<file path="src/rtl/scan_select_seq_if.sv">
// Handshake/select bundle between the scan sequencer and its controller.
// The master drives the run controls; the slave (the sequencer) drives the decoder selects and status.
interface scan_select_seq_if;
    logic       en;
    logic       dir;
    logic       oneshot;
    logic       load;
    logic [1:0] load_val;
    logic       a;
    logic       b;
    logic       step;
    logic       wrap;
    logic       busy;
    logic       done;

    modport master (
        output en, dir, oneshot, load, load_val,
        input  a, b, step, wrap, busy, done
    );

    modport slave (
        input  en, dir, oneshot, load, load_val,
        output a, b, step, wrap, busy, done
    );
endinterface

</file>
<file path="src/rtl/scan_select_seq.sv">
// Sequential A/B select generator for a 2-to-4 decoder: programmable dwell, up/down, sweep or continuous.
// Optional macro SCAN_SEL_GRAY_EN presents the index Gray-coded on A/B.
module scan_select_seq #(
    parameter int DWELL = 4,
    parameter int CNT_W = 8
) (
    input logic          clk,
    input logic          rst_n,
    scan_select_seq_if.slave bus
);
    typedef enum logic [1:0] {S_IDLE = 2'd0, S_RUN = 2'd1, S_DONE = 2'd2} state_t;

    localparam logic [CNT_W-1:0] DWELL_LAST = CNT_W'(DWELL - 1);

    state_t           state_q, state_d;
    logic [1:0]       idx_q, idx_d;
    logic [1:0]       sel_q, sel_d;
    logic [CNT_W-1:0] dwell_q, dwell_d;
    logic [2:0]       sweep_q, sweep_d;
    logic             step_q, step_d;
    logic             wrap_q, wrap_d;
    logic             adv;

    // Advance edge: dwell expired while running; LOAD and EN low take precedence.
    assign adv = (state_q == S_RUN) && bus.en && !bus.load && (dwell_q == DWELL_LAST);

    // State register and all registered datapath
    always_ff @(posedge clk) begin
        if (!rst_n) begin
            state_q <= S_IDLE;
            idx_q   <= 2'd0;
            sel_q   <= 2'd0;
            dwell_q <= '0;
            sweep_q <= 3'd0;
            step_q  <= 1'b0;
            wrap_q  <= 1'b0;
        end else begin
            state_q <= state_d;
            idx_q   <= idx_d;
            sel_q   <= sel_d;
            dwell_q <= dwell_d;
            sweep_q <= sweep_d;
            step_q  <= step_d;
            wrap_q  <= wrap_d;
        end
    end

    // Next-state logic
    always_comb begin
        state_d = state_q;
        if (bus.load) begin
            state_d = bus.en ? S_RUN : S_IDLE;
        end else begin
            case (state_q)
                S_IDLE: if (bus.en) state_d = S_RUN;
                S_RUN: begin
                    if (!bus.en)
                        state_d = S_IDLE;
                    // sweep_q counts completed advances; this advance makes it >= 4
                    else if (adv && bus.oneshot && (sweep_q >= 3'd3))
                        state_d = S_DONE;
                end
                S_DONE: if (!bus.en) state_d = S_IDLE;
                default: state_d = S_IDLE;
            endcase
        end
    end

    // Datapath / output logic
    always_comb begin
        idx_d   = idx_q;
        dwell_d = dwell_q;
        sweep_d = sweep_q;
        step_d  = 1'b0;
        wrap_d  = 1'b0;
        if (bus.load) begin
            idx_d   = bus.load_val;
            dwell_d = '0;
            sweep_d = 3'd0;
        end else begin
            case (state_q)
                S_IDLE: begin
                    dwell_d = '0;
                    if (bus.en) sweep_d = 3'd0;
                end
                S_RUN: begin
                    if (!bus.en) begin
                        dwell_d = '0;
                    end else if (adv) begin
                        dwell_d = '0;
                        idx_d   = bus.dir ? (idx_q - 2'd1) : (idx_q + 2'd1);
                        step_d  = 1'b1;
                        wrap_d  = bus.dir ? (idx_q == 2'd0) : (idx_q == 2'd3);
                        // saturate: only ">= 4" matters once the sweep is complete
                        if (sweep_q != 3'd4) sweep_d = sweep_q + 3'd1;
                    end else begin
                        dwell_d = dwell_q + 1'b1;
                    end
                end
                default: ;
            endcase
        end
`ifdef SCAN_SEL_GRAY_EN
        sel_d = {idx_d[1], idx_d[1] ^ idx_d[0]};
`else
        sel_d = idx_d;
`endif
    end

    assign bus.a    = sel_q[1];
    assign bus.b    = sel_q[0];
    assign bus.step = step_q;
    assign bus.wrap = wrap_q;
    assign bus.busy = (state_q == S_RUN);
    assign bus.done = (state_q == S_DONE);
endmodule

</file>
<file path="src/flat_wrapper.sv">
// flat-port wrapper written by rule: the top's interface ports become plain ports
module scan_select_seq_flat 
#(
    parameter int DWELL = 4,
    parameter int CNT_W = 8
)
  (clk, rst_n, bus_en, bus_dir, bus_oneshot, bus_load, bus_load_val, bus_a, bus_b, bus_step, bus_wrap, bus_busy, bus_done);
  scan_select_seq_if bus_i ();
  input logic clk;
  input logic rst_n;
  input wire logic [$bits(bus_i.en)-1:0] bus_en;
  input wire logic [$bits(bus_i.dir)-1:0] bus_dir;
  input wire logic [$bits(bus_i.oneshot)-1:0] bus_oneshot;
  input wire logic [$bits(bus_i.load)-1:0] bus_load;
  input wire logic [$bits(bus_i.load_val)-1:0] bus_load_val;
  output wire logic [$bits(bus_i.a)-1:0] bus_a;
  output wire logic [$bits(bus_i.b)-1:0] bus_b;
  output wire logic [$bits(bus_i.step)-1:0] bus_step;
  output wire logic [$bits(bus_i.wrap)-1:0] bus_wrap;
  output wire logic [$bits(bus_i.busy)-1:0] bus_busy;
  output wire logic [$bits(bus_i.done)-1:0] bus_done;
  assign bus_i.en = bus_en;
  assign bus_i.dir = bus_dir;
  assign bus_i.oneshot = bus_oneshot;
  assign bus_i.load = bus_load;
  assign bus_i.load_val = bus_load_val;
  assign bus_a = bus_i.a;
  assign bus_b = bus_i.b;
  assign bus_step = bus_i.step;
  assign bus_wrap = bus_i.wrap;
  assign bus_busy = bus_i.busy;
  assign bus_done = bus_i.done;
  scan_select_seq #(.DWELL(DWELL), .CNT_W(CNT_W)) u_core (.clk(clk), .rst_n(rst_n), .bus(bus_i));
endmodule
</file>
<file path="config.mk">
export PLATFORM = sky130hd
export DESIGN_NAME = scan_select_seq_flat
export DESIGN_NICKNAME = d
export VERILOG_FILES = /design/src/rtl/scan_select_seq_if.sv /design/src/rtl/scan_select_seq.sv /design/src/flat_wrapper.sv
export SDC_FILE = /design/constraint.sdc
export NUM_CORES = 1
export LEC_CHECK = 0
export BUFFER_PORTS_ARGS = -buffer_cell sky130_fd_sc_hd__buf_2
export CAP_MARGIN = 20
export CORE_MARGIN = 5
export CORE_UTILIZATION = 40
export CTS_BUF_LIST = sky130_fd_sc_hd__clkbuf_4 sky130_fd_sc_hd__clkbuf_8
export DETAILED_ROUTE_END_ITERATION = 8
export PLACE_DENSITY = 0.63
export SLEW_MARGIN = 20
export SYNTH_ARGS = -nofsm -noshare
export SYNTH_HDL_FRONTEND = slang
export SYNTH_SLANG_ARGS = --single-unit
</file>
<file path="constraint.sdc">
create_clock -name clk -period 3.11 [get_ports clk]
set_clock_uncertainty 0.1 [all_clocks]
set_input_delay 0 -clock clk [delete_from_list [all_inputs] [get_ports clk]]
set_output_delay 0 -clock clk [all_outputs]
set_load 0.01 [all_outputs]
</file>
Word-level counts from Yosys, hierarchy flattened
Cells that the tools add are included.
{ "word_totals": {"ff_bits": 17, "output_inout_bits": 6, "elab_cells": 67} }
{ "classes": {"n_addsub": 4, "magnitude_cmp": 1, "n_eq_ne": 12, "n_mux": 22, "bitwise_logic": 4, "reduce_logical": 18} }
{ "op_table": {"columns": ["op", "n"], "rows": [
  ["$mux 2", 10],
  ["$mux 8", 2],
  ["$pmux 8 s2", 1],
  ["$mux 3", 4],
  ["$ne 3x3->1 const B", 3],
  ["$add 8x1->8 const B", 1],
  ["$eq 8x2->1 const B", 1],
  ["$reduce_bool 2->1", 4],
  ["$pmux 2 s3", 1],
  ["$pmux 3 s2", 1],
  ["$reduce_and 3->1", 2],
  ["$logic_and 1x1->1", 5],
  ["$reduce_and 5->1", 1],
  ["$reduce_or 5->1", 1],
  ["$eq 2x2->1 const B", 2],
  ["$logic_not 2->1", 2],
  ["$ne 2x1->1 const B", 2],
  ["$ne 2x2->1 const B", 2],
  ["$ne 4x3->1 const B", 1],
  ["$not 1->1", 4],
  ["$reduce_or 4->1", 1],
  ["$add 3x1->3 const B", 1],
  ["$ge 3x2->1 const B", 1],
  ["$mux 1", 3],
  ["5 further kinds", 5]
]} }

Longest topological paths before layout
Gate-level depths: netlist of the first run.
{ "logic_depth": {"ltp_word": 10, "ltp_mapped": 6} }

Worst setup path after synthesis of the first run
OpenSTA, ideal clock, no wires.
{ "synth_path": {"path_kind": "register to register", "start": "register u_core.dwell_q[0]", "end": "register u_core.sel_q[0]", "setup_ns": 0.116, "t_arrival_ns": 1.310, "setup_slack_ns": 1.584, "stages_incl_launch_ff": 6, "path_cell_list": "dfxtp_1 ha_1 nor4b_4 nand3_1 xnor2_1 o211a_1"} }
{ "synth_via": {"elab_chain_len": 4} }
{ "synth_lines": {"columns": ["item", "line", "text"], "rows": [
  ["from (decl)", "scan_select_seq.sv:18", "logic [CNT_W-1:0] dwell_q, dwell_d;"],
  ["from (signal assigned)", "scan_select_seq.sv:41", "dwell_q <= dwell_d;"],
  ["$eq 8x2->1", "scan_select_seq.sv:25", "assign adv = (state_q == S_RUN) && bus.en && !bus.load && (dwell_q == DWELL_LAST);"],
  ["$logic_and 1x1->1", "scan_select_seq.sv:25", null],
  ["$reduce_bool 2->1 (no source line)", null, null],
  ["$reduce_and 3->1 (no source line)", null, null],
  ["to (signal assigned)", "scan_select_seq.sv:40", "sel_q <= sel_d;"],
  ["to (decl)", "scan_select_seq.sv:17", "logic [1:0] sel_q, sel_d;"]
]} }
No other way between the ends.
A chain may end at the register's enable or synchronous reset.

Worst setup path after layout of the first run
Same ends and word-level chain as after synthesis.

==> metrics.csv, run 1 <==
metric,value,unit
DR WL/cell,13.1,um
CTS tree,done,
global-route usage over all layers,13.6,%
design area,0.00111,mm2
slew margin rel.,67.8,%
Layout Cells excl Fill,155,
arrival time worst endpoint,2.34,ns
crit path max fanout,6,
layout cells sized above 1,22.0,%
Fmax,445,MHz
Layout area overhead,21.4,%
Worst Setup Start Kind,register,
switching share of power,23.5,%
cts hold-fix bufs,7,
Final Wtd Congestion,0.769,
outcome,"complete, no violations",
Final nets,140,
final wirelength,2.03,mm
Post-synth EDFFs,0,
clock transition at the registers of the reported paths,0.10,ns
Crit. End Element,register,
DRT iter0 DRCs,36,
Worst VDD drop,0.244,mV
worst hold start,bus_load_val[1],
clk sinks,17,
crit path cell chain,"ha_1, nor4b_4, nand3_1, xnor2_1, o211a_1, dlygate4sd3_1",
sequential share of power,57.8,%
CTS root buf,clkbuf_4,
asr flop ratio synth,0,%
clock tree buffer depth,2,
Tot Pwr,390,uW
Final Util,50.4,%
top post-synthesis cells by area,"dfxtp_1, nor2_1, ha_1, nand2_1, xnor2_1",
Core Rows,17,
vias in the first global route,799,
post-detailed-route count of antenna-violating nets,0,
max-slew violation count,0,
Die Y-Extent,57.9,um
Yosys top cell area share,37.1,%
"area leader, netlist",dfxtp_1,
"Seq/Total Area, Yosys",37.1,%
Commonest cells post-synth,"dfxtp_1, nor2_1, nand2_1",
Yosys cell types,35,
Tmin final,2.25,ns
vias after detailed routing,796,
placed insts,144,
first-pass GRT wire length,3.62,mm
RSZ-0062 raised after global routing,no,
Least-Margin Pin Slew,0.481,ns
syn_area_per_cell,8.83,um2
cts repair resizes,0,
PortBufs,13,
Combinational Power Share,9.5,%
final worst-path cycle share,72.3,%
post-route setup slack,0.862,ns
Initial Util,41.5,%
"count leader, synth",dfxtp_1,
Vias per Instance,5.14,
Syn Inst Count,104,
Final setup viols,0,
dpl cell area,0.00101,mm2
Crit-path slowest cell,dlygate4sd3_1,
post-detail-place hpwl,1.47,mm
CP Data Required Time,3.20,ns
CP Class,reg2reg,
"Warnings, synthesis",0,
DIE WIDTH,57.9,um
Post CTS Setup Buffer Count,0,
Syn Nets,116,
Clock Latency Late Sink,0.29,ns
crit path from,u_core.dwell_q[0],
Hold WC Path Type,in2reg,
Max-Cap Viols,0,
Crit path largest cell delay,0.54,ns
largest net degree at the start of global routing,12,
Internal,299,uW
core area,0.00221,mm2
"Hold Violations, Final",0,
Synth Flop Type,dfxtp_1,
net switching power,91.7,uW
total die area,0.00335,mm2
"FF+latch count, synth",17,
Hold Slack,0.0263,ns
antenna cell count,0,
DRC errors left,0,
pwr dens,350,mW/mm2
dpl ws,1.46,ns
reg2reg start,u_core.dwell_q[0],
# IOs,14,
GRT overflow,0,
initial antenna violation count,0,
Syn Std Cell Area,918,um2
P_leak,0.442,nW
H-tree depth,1,
drt pass-1 iters,4,
clock network fraction of design power,32.7,%
Num CTS Buffers,3,
Setup TNS Final,0,ns
-- metal layers --
metal  GRT usage, %  vias up  wire [um]
li1               -      406          -
met1           18.5      366        987
met2           21.6       18        937
met3           2.00        6         64
met4           4.97        0         38
met5              0        -          0
-- cell families (layout without fill, tap and decap cells) --
| group | count (synthesis) | after routing | synth area share, % |
|---|---|---|---|
| and+or+nand+nor | 49 | 49 | 31.6 |
| AOI/OAI and AO/OA | 19 | 19 | 14.7 |
| DFF | 17 | 17 | 37.1 |
| xor gates and xnor gates | 8 | 8 | 7.63 |
| buffers and inverters | 6 | 29 | 2.45 |
| adders and majority gates | 4 | 4 | 5.45 |
| muxes | 1 | 1 | 1.09 |
-- power groups by stage --
stage	Sequential [mW]	Combinational, mW	Clock [mW]
global route	0.226	0.0412	0.140
detailed placement	0.230	0.0301	0
CTS	0.225	0.0366	0.132
global placement	0.230	0.0298	0
floorplan	0.230	0.0171	0
finish	0.225	0.0372	0.128
-- cell type report --
class                   instances  area (um2)
well taps                      28        35.0
repair buffers                 20         135
multi-input cells              81         556
flip-flops and latches         17         340
clock buffers                   4        30.0
fillers                       228        1100
inverters                       5        18.8
-- sequential cells by signal, summed over array words and instances (netlist names) --
signal,cells
u_core.dwell_q,8
u_core.sweep_q,3
u_core.bus.step,1
u_core.sel_q,2
u_core.state_q,2
u_core.bus.wrap,1
-- critical path: cells and delay by family, from the launching register on --
kind / cells / cell delay [ns]
and+or+nand+nor: 2 / 0.52
adders and majority gates: 1 / 0.19
xor gates and xnor gates: 1 / 0.17
buffers and inverters: 1 / 0.54
DFF: 1 / 0.41
AOI/OAI and AO/OA: 1 / 0.21
-- worst paths after layout --
kind	cells past startpoint	to	slack, ns
setup reg to reg	6	u_core.sel_q[0]	0.86
setup / recovery	6	u_core.sel_q[0]	0.86
hold reg to reg	2	u_core.sweep_q[1]	0.40
hold / removal	4	u_core.sel_q[1]	0.03
-- cell usage in the layout, fill, tap and decap left out, types with 2 or more instances in the layout --
| cell type | n |
|---|---|
| dfxtp_1 | 17 |
| nor2_1 | 14 |
| buf_2 | 13 |
| nand2_1 | 11 |
| dlygate4sd3_1 | 7 |
| nor2b_1 | 5 |
| inv_1 | 5 |
| a21oi_1 | 5 |
| nand3_1 | 4 |
| xor2_1 | 4 |
| xnor2_1 | 4 |
| ha_1 | 4 |
| clkbuf_4 | 4 |
| o22ai_1 | 3 |
| o21a_1 | 2 |
| a41o_1 | 2 |
| o21ai_0 | 2 |
| nand3_2 | 2 |
Power figures use the tool's default switching activity.
==> inputs of run 2 (changes only) <==
==> constraint.sdc (replaced) <==
create_clock -name clk -period 2.3 [get_ports clk]
set_clock_uncertainty 0.1 [all_clocks]
set_input_delay 0 -clock clk [delete_from_list [all_inputs] [get_ports clk]]
set_output_delay 0 -clock clk [all_outputs]
set_load 0.01 [all_outputs]
==> metrics.csv, run 2 (same netlist as run 1, synthesis figures left out) <==
metric,value,unit,change
M2 GR Usage,21.6,%,unchanged
vias in the first global route,799,,unchanged
Layout area overhead,22.3,%,
Core Rows,17,,unchanged
max-slew violation count,0,,unchanged
register area,342,um2,+0.37%
initial antenna violation count,0,,unchanged
Worst Setup Start Kind,register,,
Critical R2R Capture,u_core.sel_q[0],,
CP Class,reg2reg,,
CP Data Required Time,2.39,ns,-0.81 ns
# IOs,14,,unchanged
outcome,"complete, no violations",,
dpl cell area,0.00101,mm2,unchanged
Tot Pwr,530,uW,+36%
final worst-path cycle share,94.4,%,+22 points
most used routing layer,met2,,
Num CTS Buffers,3,,unchanged
placed insts,144,,unchanged
Clock Latency Late Sink,0.29,ns,about the same
post-detailed-route count of antenna-violating nets,0,,unchanged
final wirelength,2.01,mm,-0.99%
vias after detailed routing,799,,+0.38%
PortBufs,13,,unchanged
"Hold Violations, Final",0,,unchanged
reg2reg start,u_core.dwell_q[1],,
Worst VDD drop,0.332,mV,+36%
clock tree buffer depth,2,,unchanged
Die Y-Extent,57.9,um,unchanged
R2R cell count,6,,unchanged
crit path max fanout,5,,-1
pwr dens,471,mW/mm2,+35%
core area,0.00221,mm2,unchanged
Setup TNS Final,0,ns,unchanged
CTS tree,done,,
Vias per Instance,5.12,,-0.27%
DR WL/cell,12.9,um,-1.6%
worst hold start,bus_load_val[1],,
DRT iter0 DRCs,38,,+5.6%
Hold WC Path Type,in2reg,,
slew margin rel.,68.1,%,+0.23 points
layout cells sized above 1,23.4,%,+1.4 points
total die area,0.00335,mm2,unchanged
Least-Margin Pin Slew,0.478,ns,-0.00342 ns
P_leak,0.447,nW,+1.3%
"commonest non-fill, non-tap cell in the layout",dfxtp_1,,
Max-Cap Viols,0,,unchanged
Final setup viols,0,,unchanged
first-pass GRT wire length,3.62,mm,unchanged
clk sinks,17,,unchanged
worst reg2reg setup slack,0.13,ns,-0.73 ns
met1 Use GR,18.5,%,unchanged
Crit. End Element,register,,
Tmin final,2.17,ns,-0.0768 ns
most frequent cells in the layout,"dfxtp_1, nor2_1, buf_2, nand2_1, dlygate4sd3_1",,
DIE WIDTH,57.9,um,unchanged
Largest Register,u_core.dwell_q,,
Final nets,141,,+0.71%
CTS root buf,clkbuf_4,,
DRC errors left,0,,unchanged
Final Util,50.8,%,+0.40 points
H-tree depth,1,,unchanged
global-route usage over all layers,13.6,%,unchanged
Fmax,461,MHz,+3.5%
worst hold path endpoint,u_core.sel_q[1],,
GRT overflow,0,,unchanged
post-detail-place hpwl,1.47,mm,unchanged
clock transition at the registers of the reported paths,0.10,ns,about the same
max FFs per register,8,,unchanged
Hold Slack,0.0187,ns,-0.00752 ns
drt pass-1 iters,4,,unchanged
arrival time worst endpoint,2.26,ns,-0.08 ns
antenna cell count,0,,unchanged
design area,0.00112,mm2,+0.79%
Final Wtd Congestion,0.769,,about the same
routing usage on met3,2.00,%,unchanged
post-route setup slack,0.129,ns,-0.733 ns
crit path from,u_core.dwell_q[1],,
fill cell count,226,,-0.88%
dpl ws,0.652,ns,-0.810 ns
Initial Util,41.5,%,unchanged
largest net degree at the start of global routing,12,,unchanged
Layout Cells excl Fill,156,,+0.65%
hold depth,4,,unchanged
multi-input logic area,556,um2,unchanged
top flop regs,"u_core.dwell_q: 8 flops, u_core.sweep_q: 3 flops",,
run 2: final cells by class:
cell class                 instances  area share, %
timing repair buffer              21           12.7
clock buffer                       4           2.67
multi-input combinational         81           49.4
tap                               28           3.12
sequential                        17           30.4
inverter                           5           1.67
run 2: worst max-delay path by stage:
stage	to	slack (ns)
after floorplan	u_core.sel_q[0]	0.77
after global placement	u_core.sel_q[0]	0.71
after detailed placement	u_core.sel_q[0]	0.65
after CTS	u_core.sel_q[0]	0.09
after global routing	u_core.sel_q[0]	-0.0005
final	u_core.sel_q[0]	0.13
run 2: power breakdown:
part           leakage (nW)  switching [mW]  total (mW)  internal (mW)
Combinational         0.291          0.0240      0.0501         0.0261
Sequential            0.138         0.00644       0.305          0.298
Clock                0.0184          0.0952       0.175         0.0794
run 2: what timing repair did:
action,in CTS,in global routing
hold buffers,7,0
gates resized for setup,0,1
setup endpoints to repair,0,2
setup buffers,0,1
hold endpoints to repair,6,0
run 2: per-layer routing:
metal | vias up | share of wire (%)
met5 | - | 0
met4 | 0 | 1.4
met3 | 4 | 4.2
met2 | 18 | 47
met1 | 367 | 48
li1 | 410 | -
run 2: worst max-delay path, stage by stage (launching register included):
cell	delay, ns
dfxtp_1	0.40
ha_1	0.18
nor4b_4	0.29
nand3_1	0.17
xnor2_1	0.17
o211a_1	0.21
dlygate4sd3_1	0.55
==> inputs of run 3 (changes only) <==
--- a/config.mk
+++ b/config.mk
@@ -7,11 +7,14 @@
 export LEC_CHECK = 0
 export BUFFER_PORTS_ARGS = -buffer_cell sky130_fd_sc_hd__buf_2
 export CAP_MARGIN = 20
+export CELL_PAD_IN_SITES_DETAIL_PLACEMENT = 1
+export CELL_PAD_IN_SITES_GLOBAL_PLACEMENT = 2
+export CORE_ASPECT_RATIO = 2
 export CORE_MARGIN = 5
-export CORE_UTILIZATION = 40
+export CORE_UTILIZATION = 35
 export CTS_BUF_LIST = sky130_fd_sc_hd__clkbuf_4 sky130_fd_sc_hd__clkbuf_8
 export DETAILED_ROUTE_END_ITERATION = 8
-export PLACE_DENSITY = 0.63
+export PLACE_DENSITY = 0.84
 export SLEW_MARGIN = 20
 export SYNTH_ARGS = -nofsm -noshare
 export SYNTH_HDL_FRONTEND = slang
==> metrics.csv, run 3 (same netlist as run 1, synthesis figures left out) <==
metric,value,unit,change
Final Wtd Congestion,0.852,,+11%
Core Rows,26,,+9
clock tree buffer depth,2,,unchanged
total die area,0.00381,mm2,+14%
pwr dens,519,mW/mm2,+10%
core area,0.00254,mm2,+15%
Initial Util,36.2,%,-5.3 points
Worst VDD drop,0.393,mV,+19%
CP Class,reg2reg,,
Crit-path slowest cell,dlygate4sd3_1,,
Tmin final,2.17,ns,+0.00230 ns
Hold WC Path Type,in2reg,,
slew margin rel.,65.5,%,-2.6 points
Crit. End Element,register,,
H-tree depth,1,,unchanged
arrival time worst endpoint,2.21,ns,-0.05 ns
clock transition at the registers of the reported paths,0.07,ns,-0.03 ns
Num CTS Buffers,3,,unchanged
post-detail-place hpwl,1.88,mm,+28%
most frequent cells in the layout,"dfxtp_1, nor2_1, buf_2, nand2_1, dlygate4sd3_1",,
CTS root buf,clkbuf_8,,
DIE WIDTH,46.2,um,-20%
CP Data Required Time,2.33,ns,-0.06 ns
"commonest non-fill, non-tap cell in the layout",dfxtp_1,,
P_leak,0.449,nW,+0.26%
# IOs,14,,unchanged
clk sinks,17,,unchanged
Largest Register,u_core.dwell_q,,
max-slew violation count,0,,unchanged
Clock Latency Late Sink,0.25,ns,-0.04 ns
largest net degree at the start of global routing,12,,unchanged
GRT overflow,0,,unchanged
vias after detailed routing,828,,+3.6%
Least-Margin Pin Slew,0.517,ns,+0.0387 ns
design area,0.00113,mm2,+0.89%
DRC errors left,0,,unchanged
outcome,"complete, no violations",,
Setup TNS Final,0,ns,unchanged
dpl cell area,0.00101,mm2,unchanged
DR WL/cell,15.1,um,+17%
global-route usage over all layers,14.9,%,+1.3 points
final worst-path cycle share,94.5,%,+0.10 points
Buf/Inv on CP,1,,unchanged
RSZ-0062 raised after global routing,no,,
max FFs per register,8,,unchanged
multi-input logic area,556,um2,unchanged
fill cell count,329,,+46%
antenna cell count,0,,unchanged
first-pass GRT wire length,4.13,mm,+14%
"delay-heaviest family, CP",simple AND/OR/NAND/NOR gates,,
drt pass-1 iters,3,,-1
Worst Setup Start Kind,register,,
CTS tree,done,,
worst reg2reg setup slack,0.13,ns,about the same
DRT iter0 DRCs,11,,-71%
vias in the first global route,939,,+18%
Vias per Instance,5.34,,+4.3%
PortBufs,13,,unchanged
"Hold Violations, Final",0,,unchanged
Max-Cap Viols,0,,unchanged
Final setup viols,0,,unchanged
crit path max fanout,6,,+1
register area,340,um2,-0.37%
Die Y-Extent,82.4,um,+42%
layout cells sized above 1,22.0,%,-1.4 points
Fmax,460,MHz,-0.11%
Crit path largest cell delay,0.55,ns,about the same
final wirelength,2.34,mm,+17%
Final nets,140,,-0.71%
initial antenna violation count,0,,unchanged
top flop regs,"u_core.dwell_q: 8 flops, u_core.sweep_q: 3 flops",,
Hold Slack,0.0375,ns,+0.0187 ns
Layout area overhead,23.4,%,
post-detailed-route count of antenna-violating nets,0,,unchanged
crit path cell chain,"ha_1, nor4b_4, and2_4, a41o_1, a21oi_1, dlygate4sd3_1",,
Post CTS Setup Buffer Count,0,,unchanged
==> run 3: cell types whose count changed in the layout (fill, tap and decap cells not counted) <==
cell and change:
dfxtp_2 -1, o21ai_0 -1, o21ai_1 +1, buf_4 -1, dfxtp_1 +1, clkbuf_8 +3
clkbuf_4 -3
==> run 3: through the flow <==
step	util (%)	power (mW)	std cells	worst slack, ns
after global routing	44.7	0.620	155	0.0122
after global placement	40.0	0.354	144	0.693
after detailed placement	40.0	0.355	144	0.627
after CTS	44.7	0.599	155	0.112
after floorplan	-	0.334	104	0.774
final	44.7	0.588	155	0.127
==> run 3: layout make-up <==
cell class | instances | share of cell area [%]
multi-input cells | 81 | 49.0
flip-flops and latches | 17 | 30.0
repair buffers | 20 | 11.9
clock buffers | 4 | 4.30
well taps | 28 | 3.09
inverters | 5 | 1.66
==> run 3: metal layers <==
| metal | part of all wire [%] | track usage (%) | routed length (um) | up-vias |
|---|---|---|---|---|
| li1 | - | - | - | 411 |
| met1 | 35 | 14.1 | 822 | 397 |
| met2 | 59 | 28.7 | 1390 | 15 |
| met3 | 3.1 | 1.95 | 72 | 5 |
| met4 | 2.3 | 7.41 | 53 | 0 |
| met5 | 0 | 0 | 0 | - |
==> run 3: power by group <==
| group | internal, mW | leakage, nW | total [mW] | switching, mW |
|---|---|---|---|---|
| logic | 0.0258 | 0.285 | 0.0510 | 0.0253 |
| clock network | 0.134 | 0.0262 | 0.231 | 0.0970 |
| registers | 0.299 | 0.138 | 0.305 | 0.00673 |
==> run 3: final timing paths <==
kind | start | end | cells after the start
worst max register to register | u_core.dwell_q[0] | u_core.state_q[0] | 6
worst max-delay path | u_core.dwell_q[0] | u_core.state_q[0] | 6
worst min register to register | u_core.sweep_q[1] | u_core.sweep_q[1] | 2
worst min-delay path | bus_dir | u_core.bus.wrap | 3
==> run 3: what timing repair did <==
action,in CTS,in global routing
hold buffers,7,0
resized for setup,0,1
hold endpoints to repair,5,0
setup endpoints to repair,0,1
==> run 3: worst register-to-register path: cells and delay by family, from the launching register on <==
family / cells / cell delay, ns
AOI/OAI and AO/OA: 2 / 0.24
DFF: 1 / 0.39
adders and majority gates: 1 / 0.19
and+or+nand+nor: 2 / 0.60
buffers and inverters: 1 / 0.55
